## config.mk

```make
export PLATFORM = sky130hd
export DESIGN_NAME = image_readout_flat
export DESIGN_NICKNAME = d
export VERILOG_FILES = /design/src/rtl/image_readout_if.sv /design/src/rtl/image_readout.sv /design/src/flat_wrapper.sv
export SDC_FILE = /design/constraint.sdc
export NUM_CORES = 1
export LEC_CHECK = 0
export CAP_MARGIN = 20
export CORE_MARGIN = 8
export CORE_UTILIZATION = 59
export CTS_BUF_LIST = sky130_fd_sc_hd__clkbuf_4
export CTS_CLUSTER_SIZE = 10
export DETAILED_ROUTE_END_ITERATION = 8
export PLACE_DENSITY = 0.83
export REMOVE_ABC_BUFFERS = 1
export SLEW_MARGIN = 20
export SYNTH_ARGS = -nofsm -noshare
export SYNTH_HDL_FRONTEND = slang
export SYNTH_SLANG_ARGS = --single-unit
```

## constraint.sdc

```tcl
create_clock -name clock -period 4.75 [get_ports clock]
set_input_delay 0.7125 -clock clock [delete_from_list [all_inputs] [get_ports clock]]
set_output_delay 0.7125 -clock clock [all_outputs]
set_load 0.01 [all_outputs]
```

## src/rtl/image_readout_if.sv

```systemverilog
// Control, frame-buffer read port and pixel stream of the frame readout block.
// The master modport is the readout side; slave is the host/memory side.
interface image_readout_if #(
  parameter int DATA_W = 8,
  parameter int ADDR_W = 18
);
  logic              io_start;
  logic              io_busy;
  logic              io_convert_enable;
  logic              io_convert_done;
  logic              io_rd_en;
  logic [ADDR_W-1:0] io_rd_addr;
  logic [DATA_W-1:0] io_rd_data;
  logic              io_out_valid;
  logic              io_out_ready;
  logic [DATA_W-1:0] io_out_data;
  logic              io_out_last;
  logic              io_frame_done;

  modport master (
    input  io_start, io_convert_done, io_rd_data, io_out_ready,
    output io_busy, io_convert_enable, io_rd_en, io_rd_addr,
           io_out_valid, io_out_data, io_out_last, io_frame_done
  );

  modport slave (
    output io_start, io_convert_done, io_rd_data, io_out_ready,
    input  io_busy, io_convert_enable, io_rd_en, io_rd_addr,
           io_out_valid, io_out_data, io_out_last, io_frame_done
  );
endinterface

```

## src/rtl/image_readout.sv

```systemverilog
// Frame read-back initiator: triggers conversion, then streams every frame-buffer
// pixel out through a 2-entry skid FIFO with credit-limited synchronous reads.
module image_readout #(
  parameter int WIDTH  = 512,
  parameter int HEIGHT = 512,
  parameter int DATA_W = 8,
  parameter int ADDR_W = 18
) (
  input  logic           clock,
  input  logic           reset,
  image_readout_if.master bus
);
  localparam int N = WIDTH * HEIGHT;
  localparam logic [ADDR_W-1:0] LAST_ADDR = ADDR_W'(N - 1);
  localparam logic [ADDR_W:0]   LAST_BEAT = (ADDR_W+1)'(N - 1);

  typedef enum logic [2:0] {S_IDLE, S_CONVERT, S_READ, S_DRAIN, S_DONE} state_t;

  state_t            state_q, state_d;
  logic [ADDR_W-1:0] addr_q, addr_d;
  logic [ADDR_W:0]   beat_q, beat_d;
  logic              pend_q;
  logic [DATA_W-1:0] mem_q [2];
  logic              wptr_q, rptr_q;
  logic [1:0]        cnt_q, cnt_d;
  logic              rd_en, conv_en, frame_done;
  logic              out_valid, pop, can_issue;
  logic [2:0]        inflight;

  assign out_valid = (cnt_q != 2'd0);
  assign pop       = out_valid && bus.io_out_ready;
  // Buffered plus in-flight words after this cycle's pop; a read is only
  // launched when its returning word is guaranteed a FIFO slot.
  assign inflight  = 3'(cnt_q) + 3'(pend_q) - 3'(pop);
  assign can_issue = (inflight < 3'd2);

  always_comb begin
    state_d    = state_q;
    rd_en      = 1'b0;
    conv_en    = 1'b0;
    frame_done = 1'b0;
    unique case (state_q)
      S_IDLE:    if (bus.io_start) state_d = S_CONVERT;
      S_CONVERT: begin
        conv_en = 1'b1;
        if (bus.io_convert_done) state_d = S_READ;
      end
      S_READ: if (can_issue) begin
        rd_en = 1'b1;
        if (addr_q == LAST_ADDR) state_d = S_DRAIN;
      end
      S_DRAIN:   if (pop && bus.io_out_last) state_d = S_DONE;
      S_DONE: begin
        frame_done = 1'b1;
        state_d    = S_IDLE;
      end
      default:   state_d = S_IDLE;
    endcase

    cnt_d = cnt_q + 2'(pend_q) - 2'(pop);
    if (state_q == S_IDLE) begin
      addr_d = '0;
      beat_d = '0;
    end else begin
      addr_d = addr_q + ADDR_W'(rd_en);
      beat_d = beat_q + (ADDR_W+1)'(pop);
    end
  end

  always_ff @(posedge clock) begin
    if (reset) begin
      state_q <= S_IDLE;
      addr_q  <= '0;
      beat_q  <= '0;
      pend_q  <= 1'b0;
      wptr_q  <= 1'b0;
      rptr_q  <= 1'b0;
      cnt_q   <= '0;
    end else begin
      state_q <= state_d;
      addr_q  <= addr_d;
      beat_q  <= beat_d;
      pend_q  <= rd_en;
      if (pend_q) wptr_q <= ~wptr_q;
      if (pop)    rptr_q <= ~rptr_q;
      cnt_q   <= cnt_d;
    end
  end

  // Data storage needs no reset: occupancy gates everything visible.
  always_ff @(posedge clock) begin
    if (pend_q) mem_q[wptr_q] <= bus.io_rd_data;
  end

  assign bus.io_busy           = (state_q != S_IDLE);
  assign bus.io_convert_enable = conv_en;
  assign bus.io_rd_en          = rd_en;
  assign bus.io_rd_addr        = addr_q;
  assign bus.io_out_valid      = out_valid;
  assign bus.io_out_data       = out_valid ? mem_q[rptr_q] : '0;
  assign bus.io_out_last       = out_valid && (beat_q == LAST_BEAT);
  assign bus.io_frame_done     = frame_done;
endmodule
```

## src/flat_wrapper.sv

```systemverilog
// flat-port wrapper written by rule: the top's interface ports become plain ports
module image_readout_flat 
#(
  parameter int WIDTH  = 512,
  parameter int HEIGHT = 512,
  parameter int DATA_W = 8,
  parameter int ADDR_W = 18
)
  (clock, reset, bus_io_start, bus_io_convert_done, bus_io_rd_data, bus_io_out_ready, bus_io_busy, bus_io_convert_enable, bus_io_rd_en, bus_io_rd_addr, bus_io_out_valid, bus_io_out_data, bus_io_out_last, bus_io_frame_done);
  image_readout_if #(.DATA_W(DATA_W), .ADDR_W(ADDR_W)) bus_i ();
  input  logic clock;
  input  logic reset;
  input wire logic [$bits(bus_i.io_start)-1:0] bus_io_start;
  input wire logic [$bits(bus_i.io_convert_done)-1:0] bus_io_convert_done;
  input wire logic [$bits(bus_i.io_rd_data)-1:0] bus_io_rd_data;
  input wire logic [$bits(bus_i.io_out_ready)-1:0] bus_io_out_ready;
  output wire logic [$bits(bus_i.io_busy)-1:0] bus_io_busy;
  output wire logic [$bits(bus_i.io_convert_enable)-1:0] bus_io_convert_enable;
  output wire logic [$bits(bus_i.io_rd_en)-1:0] bus_io_rd_en;
  output wire logic [$bits(bus_i.io_rd_addr)-1:0] bus_io_rd_addr;
  output wire logic [$bits(bus_i.io_out_valid)-1:0] bus_io_out_valid;
  output wire logic [$bits(bus_i.io_out_data)-1:0] bus_io_out_data;
  output wire logic [$bits(bus_i.io_out_last)-1:0] bus_io_out_last;
  output wire logic [$bits(bus_i.io_frame_done)-1:0] bus_io_frame_done;
  assign bus_i.io_start = bus_io_start;
  assign bus_i.io_convert_done = bus_io_convert_done;
  assign bus_i.io_rd_data = bus_io_rd_data;
  assign bus_i.io_out_ready = bus_io_out_ready;
  assign bus_io_busy = bus_i.io_busy;
  assign bus_io_convert_enable = bus_i.io_convert_enable;
  assign bus_io_rd_en = bus_i.io_rd_en;
  assign bus_io_rd_addr = bus_i.io_rd_addr;
  assign bus_io_out_valid = bus_i.io_out_valid;
  assign bus_io_out_data = bus_i.io_out_data;
  assign bus_io_out_last = bus_i.io_out_last;
  assign bus_io_frame_done = bus_i.io_frame_done;
  image_readout #(.WIDTH(WIDTH), .HEIGHT(HEIGHT), .DATA_W(DATA_W), .ADDR_W(ADDR_W)) u_core (.clock(clock), .reset(reset), .bus(bus_i));
endmodule
```

Word level (Yosys, flattened, before mapping) --
Memory sizes are Yosys's and may differ from the RTL's. A register that Yosys moved wholly into a read port is not among the register bits. Cells that the tools add are included.
Storage, ports and cells: register bits 45, memory bits (writable) 16, output and inout bits 32, word-level logic and storage cells 51, memories kept 1
Cells by class: add/subtract/negate cells 6, magnitude comparators 1, equality and inequality tests 11, muxes and demuxes 15, bitwise gates (word level) 2, reductions and logical operators 8
Memory list:
- u_core.mem_q | depth 2, bits a word 8, rd ports 1, clocked after memory_dff 1, write ports 1, line image_readout.sv:23 | logic [DATA_W-1:0] mem_q [2];
Operators by type and width (number):
- $add A19 B1 Y19 | 1
- $eq A19 B18 Y1 const B | 1
- $add A18 B1 Y18 | 1
- $eq A18 B18 Y1 const B | 1
- $mux W3 | 5
- $pmux W3 S4 | 1
- $mux W1 | 8
- $mux W8 | 1
- $eq A3 B2 Y1 const B | 2
- $ne A2 B1 Y1 const B | 3
- $reduce_and A5 Y1 | 1
- $ne A2 B2 Y1 const B | 2
- $add A2 B1 Y3 | 1
- $eq A3 B1 Y1 const B | 1
- $eq A3 B3 Y1 const B | 1
- $logic_and A1 B1 Y1 | 3
- $logic_not A3 Y1 | 1
- $lt A3 B2 Y1 const B | 1
- $reduce_bool A3 Y1 | 1
- $sub A3 B1 Y3 | 1
- $add A2 B1 Y2 | 1
- $not A1 Y1 | 2
- $reduce_bool A2 Y1 | 1
- $reduce_or A2 Y1 | 1
- $sub A2 B1 Y2 | 1

Longest topological paths before layout --
depth in word-level cells 7, mapped depth 14, gate-level depth less buffers 14

Worst setup path after synthesis --
No wires, ideal clock.
path kind in2reg, start input port bus_io_out_ready, end register u_core.addr_q[16] (netlist: u_core.bus.io_rd_addr[16]), library setup time 0.071 ns, data arrival time 3.464 ns, data required time 4.679 ns, slack 1.215 ns, stages on the path 14, path buffers 0, cells stage by stage o21ai_4 xnor2_1 ha_1 inv_1 fa_1 xnor2_1 nand3_1 nor3_1 ha_1 ha_1 nand3_1 or3_1 or3_1 a21oi_1
On the way: cells in the longest elaborated chain, start to end 6
RTL lines:
- from (decl) | line flat_wrapper.sv:16 | input wire logic [$bits(bus_i.io_out_ready)-1:0] bus_io_out_ready;
- $logic_and A1 B1 Y1 | line image_readout.sv:31 | assign pop = out_valid && bus.io_out_ready;
- $sub A3 B1 Y3 | line image_readout.sv:34 | assign inflight = 3'(cnt_q) + 3'(pend_q) - 3'(pop);
- $lt A3 B2 Y1 | line image_readout.sv:35 | assign can_issue = (inflight < 3'd2);
- $mux W1 | line image_readout.sv:48 | S_READ: if (can_issue) begin
- $mux W1 | line image_readout.sv:42 | unique case (state_q)
- net bus_io_rd_en | line flat_wrapper.sv:19 | output wire logic [$bits(bus_i.io_rd_en)-1:0] bus_io_rd_en;
- $add A18 B1 Y18 | line image_readout.sv:65 | addr_d = addr_q + ADDR_W'(rd_en);
- to (signal assigned) | line image_readout.sv:81 | addr_q <= addr_d;
- to (decl) | line image_readout.sv:20 | logic [ADDR_W-1:0] addr_q, addr_d;
The timed path passes the listed nets, and every way through them passes these cells. A chain may end at the register's enable or synchronous reset.

Worst setup path after layout --
start input port bus_io_out_ready, end output port bus_io_rd_en
On the way: cells in the longest elaborated chain, start to end 5
RTL lines (line):
- $logic_and A1 B1 Y1 | image_readout.sv:31
- $sub A3 B1 Y3 | image_readout.sv:34
- $lt A3 B2 Y1 | image_readout.sv:35
- $mux W1 | image_readout.sv:48
- $mux W1 | image_readout.sv:42
- to (decl) | flat_wrapper.sv:19
No other way between the ends.

==> impl_metrics.yaml <==
critical_path:
  crit_path_start_kind: "input pin"
  cp_max_fo: 4
  rrSetupSlack_ps: 1230
  r2r_end: "u_core.bus.io_rd_addr[16]"
  crit_start: "bus_io_out_ready"
  timing.rr.start: "u_core.cnt_q[1]"
  crit_path_end_kind: "output port"
  path_class: "input pin to output port"
  crit_required_ps: 4040
  critPathArrivalTime_ps: 3230
  r2r_cells: 14
drt:
  wl_per_cell_um: 14.9
  viasPerCell: 5.59
  vias: 2117
  wl_um: 5660
  dr.pass1.iters: 4
  drc: 0
  ant_nets: 0
  drt_iter0_drc: 107
timing:
  rsz0062_at_grt: "no"
  min_period_ps: 3950
  worst_pin_slew_ps: 729
  max_freq_mhz: 253
  fin_crit_sh_pct: 83.1
  fin_skew_ps: 9.33
  slew_viol_final: 0
  setup_viol: 0
  tns_ps: 0
  final_hold_viol_count: 0
  relSlewSlack_pct: 51.3
  timing.hold.ws_ps: 502
clock_tree:
  cts-root-buf: "clkbuf_4"
  ctsHoldBuffers: 0
  htree_levels: 3
  numCtsBuffers: 9
  insertion_delay_ps: 380
  clk_pin_slew_ps: 100
  cts_sinks: 62
  ctsResizeCount: 0
  clk_path_buf_depth: 2
  cts_tree: "built"
  cts_setup_buffers: 0
yosys:
  synth_seq_cells: 62
  synth_flop_cell: "dfxtp_1"
  async_flop_share_pct: 0
  syn_inst: 275
  ys_seq_area_share_pct: 51.9
  synth-edff-count: 16
  synth_cell_types: 36
  yosys_warnings: 0
  syn_area_per_cell_sq_um: 9.83
  netlist_area_sq_um: 2700
floorplanning:
  die_h_um: 83.7
  die-area_sq_um: 7000
  initial_core_util_pct: 61.6
  io_pins: 45
  die_x_um: 83.7
  row_count: 24
  core_sq_um: 4380
flow_run:
  drv_cap: 0
global_routing:
  grt_use_total_pct: 16.8
  overflow: 0
  grt_max_degree: 34
  grt_pass1_vias: 2070
  grt_pass1_wl_um: 9670
  antenna_found_initial: 0
finish:
  drive_above_1_share_pct: 6.42
  nets: 340
  syn_to_final_growth_pct: 22.3
  diodes: 0
  fillers: 313
placement:
  place_congestion: 0.807
  port_buffers: 44
  hpwl_um: 4070
power_and_ir_drop:
  cellPowerDensity_nw_per_um2: 357
  p_leak_nw: 1.06
  irDropWorstVdd_v: 0.000261
hold_path:
  hp-class: "register to register"
  hold_path_depth: 2
  hp-start: "u_core.beat_q[17]"
  min_to: "u_core.beat_q[17]"
run_status:
  outcome: "complete, no violations"
==> area by class of cell <==
| class | instances | area (sq um) | share of cell area [%] |
|---|---|---|---|
| clock inverters | 6 | 52.6 | 1.59 |
| multi-input cells | 195 | 1230 | 37.3 |
| clock buffers | 10 | 75.1 | 2.27 |
| repair buffers | 44 | 440 | 13.3 |
| flip-flops and latches | 62 | 1400 | 42.4 |
| well taps | 52 | 65.1 | 1.97 |
| inverters | 10 | 37.5 | 1.14 |
==> worst max-delay path by stage <==
stage	end	slack (ps)	depth (start not counted)
finish	bus_io_rd_en	800	10
detailed placement	u_core.bus.io_rd_addr[16]	520	15
CTS	bus_io_rd_en	800	10
floorplan	u_core.bus.io_rd_addr[16]	1210	14
global route	bus_io_rd_en	680	10
global placement	u_core.bus.io_rd_addr[16]	630	15
==> cell usage after synthesis (4+ instances only) <==
| master | count | share of area (%) |
|---|---|---|
| nand3_1 | 14 | 2.6 |
| or3_1 | 13 | 3.0 |
| a21oi_1 | 10 | 1.9 |
| nor4_1 | 6 | 1.4 |
| nor3_1 | 10 | 1.9 |
| edfxtp_1 | 16 | 18 |
| inv_1 | 10 | 1.4 |
| o21ai_0 | 9 | 1.7 |
| and2_1 | 5 | 1.2 |
| mux2i_1 | 9 | 3.3 |
| xor2_1 | 6 | 1.9 |
| clkbuf_1 | 7 | 0.97 |
| dfxtp_1 | 46 | 34 |
| nand2_1 | 9 | 1.2 |
| nand4_1 | 9 | 2.1 |
| xnor2_1 | 22 | 7.1 |
| ha_1 | 4 | 1.9 |
| nor2_1 | 42 | 5.8 |
==> power by group <==
group / total, mW / internal [mW] / switching, mW
combinational: 0.238 / 0.127 / 0.112
sequential: 0.599 / 0.564 / 0.0353
clock: 0.343 / 0.161 / 0.182
==> layout by cell type (no fill, tap or decap), types with 9 or more instances in the layout <==
cell type / synthesis / layout
a21oi_1: 10 / 10
clkbuf_4: 0 / 10
clkdlybuf4s50_1: 0 / 44
dfxtp_1: 46 / 46
edfxtp_1: 16 / 16
inv_1: 10 / 10
mux2i_1: 9 / 9
nand2_1: 9 / 9
nand3_1: 14 / 14
nand4_1: 9 / 9
nor2_1: 42 / 42
nor3_1: 10 / 10
o21ai_0: 9 / 9
or3_1: 13 / 13
xnor2_1: 22 / 22
==> logic make-up after synthesis <==
| kind of cell | count (synthesis) | synth area share [%] |
|---|---|---|
| and+or+nand+nor | 128 | 25.0 |
| DFF | 62 | 51.9 |
| xor gates and xnor gates | 28 | 9.07 |
| AOI/OAI and AO/OA | 25 | 5.65 |
| buffers and inverters | 18 | 2.55 |
| muxes | 9 | 3.33 |
| adders and majority gates | 5 | 2.59 |
==> critical path, stage by stage <==
cell	delay, ps
clkdlybuf4s50_1	520
o21ai_4	90
xnor2_1	150
ha_1	160
inv_1	50
fa_1	370
xnor2_1	170
nand3_1	150
nor3_1	260
clkdlybuf4s50_1	610
==> flip-flops by register name, indices dropped and copies added, names as in the netlist, named ones only <==
| name | count |
|---|---|
| u_core.cnt_q | 2 |
| u_core.rptr_q | 1 |
| u_core.beat_q | 19 |
| u_core.state_q | 3 |
| u_core.pend_q | 1 |
| u_core.bus.io_rd_addr | 18 |
| u_core.wptr_q | 1 |
| u_core.mem_q | 16 |
==> routing by layer <==
layer / routed length (um) / global-route usage [%]
met5: 0 / 0
met2: 2690 / 26.0
met3: 289 / 6.54
met4: 73 / 7.22
met1: 2610 / 20.2
==> per-stage QoR <==
stage          instances  setup slack (ps)  area [sq um]  util, %  total power, mW
2_1_floorplan        267              1210          2670        -            0.740
3_3_place_gp         363               627          3180     72.5            0.845
3_5_place_dp         363               516          3180     72.5            0.851
4_1_cts              379               796          3300     75.4             1.19
5_1_grt              379               681          3300     75.4             1.24
6_report             379               805          3300     75.4             1.18
(Power assumes the default switching activity.)
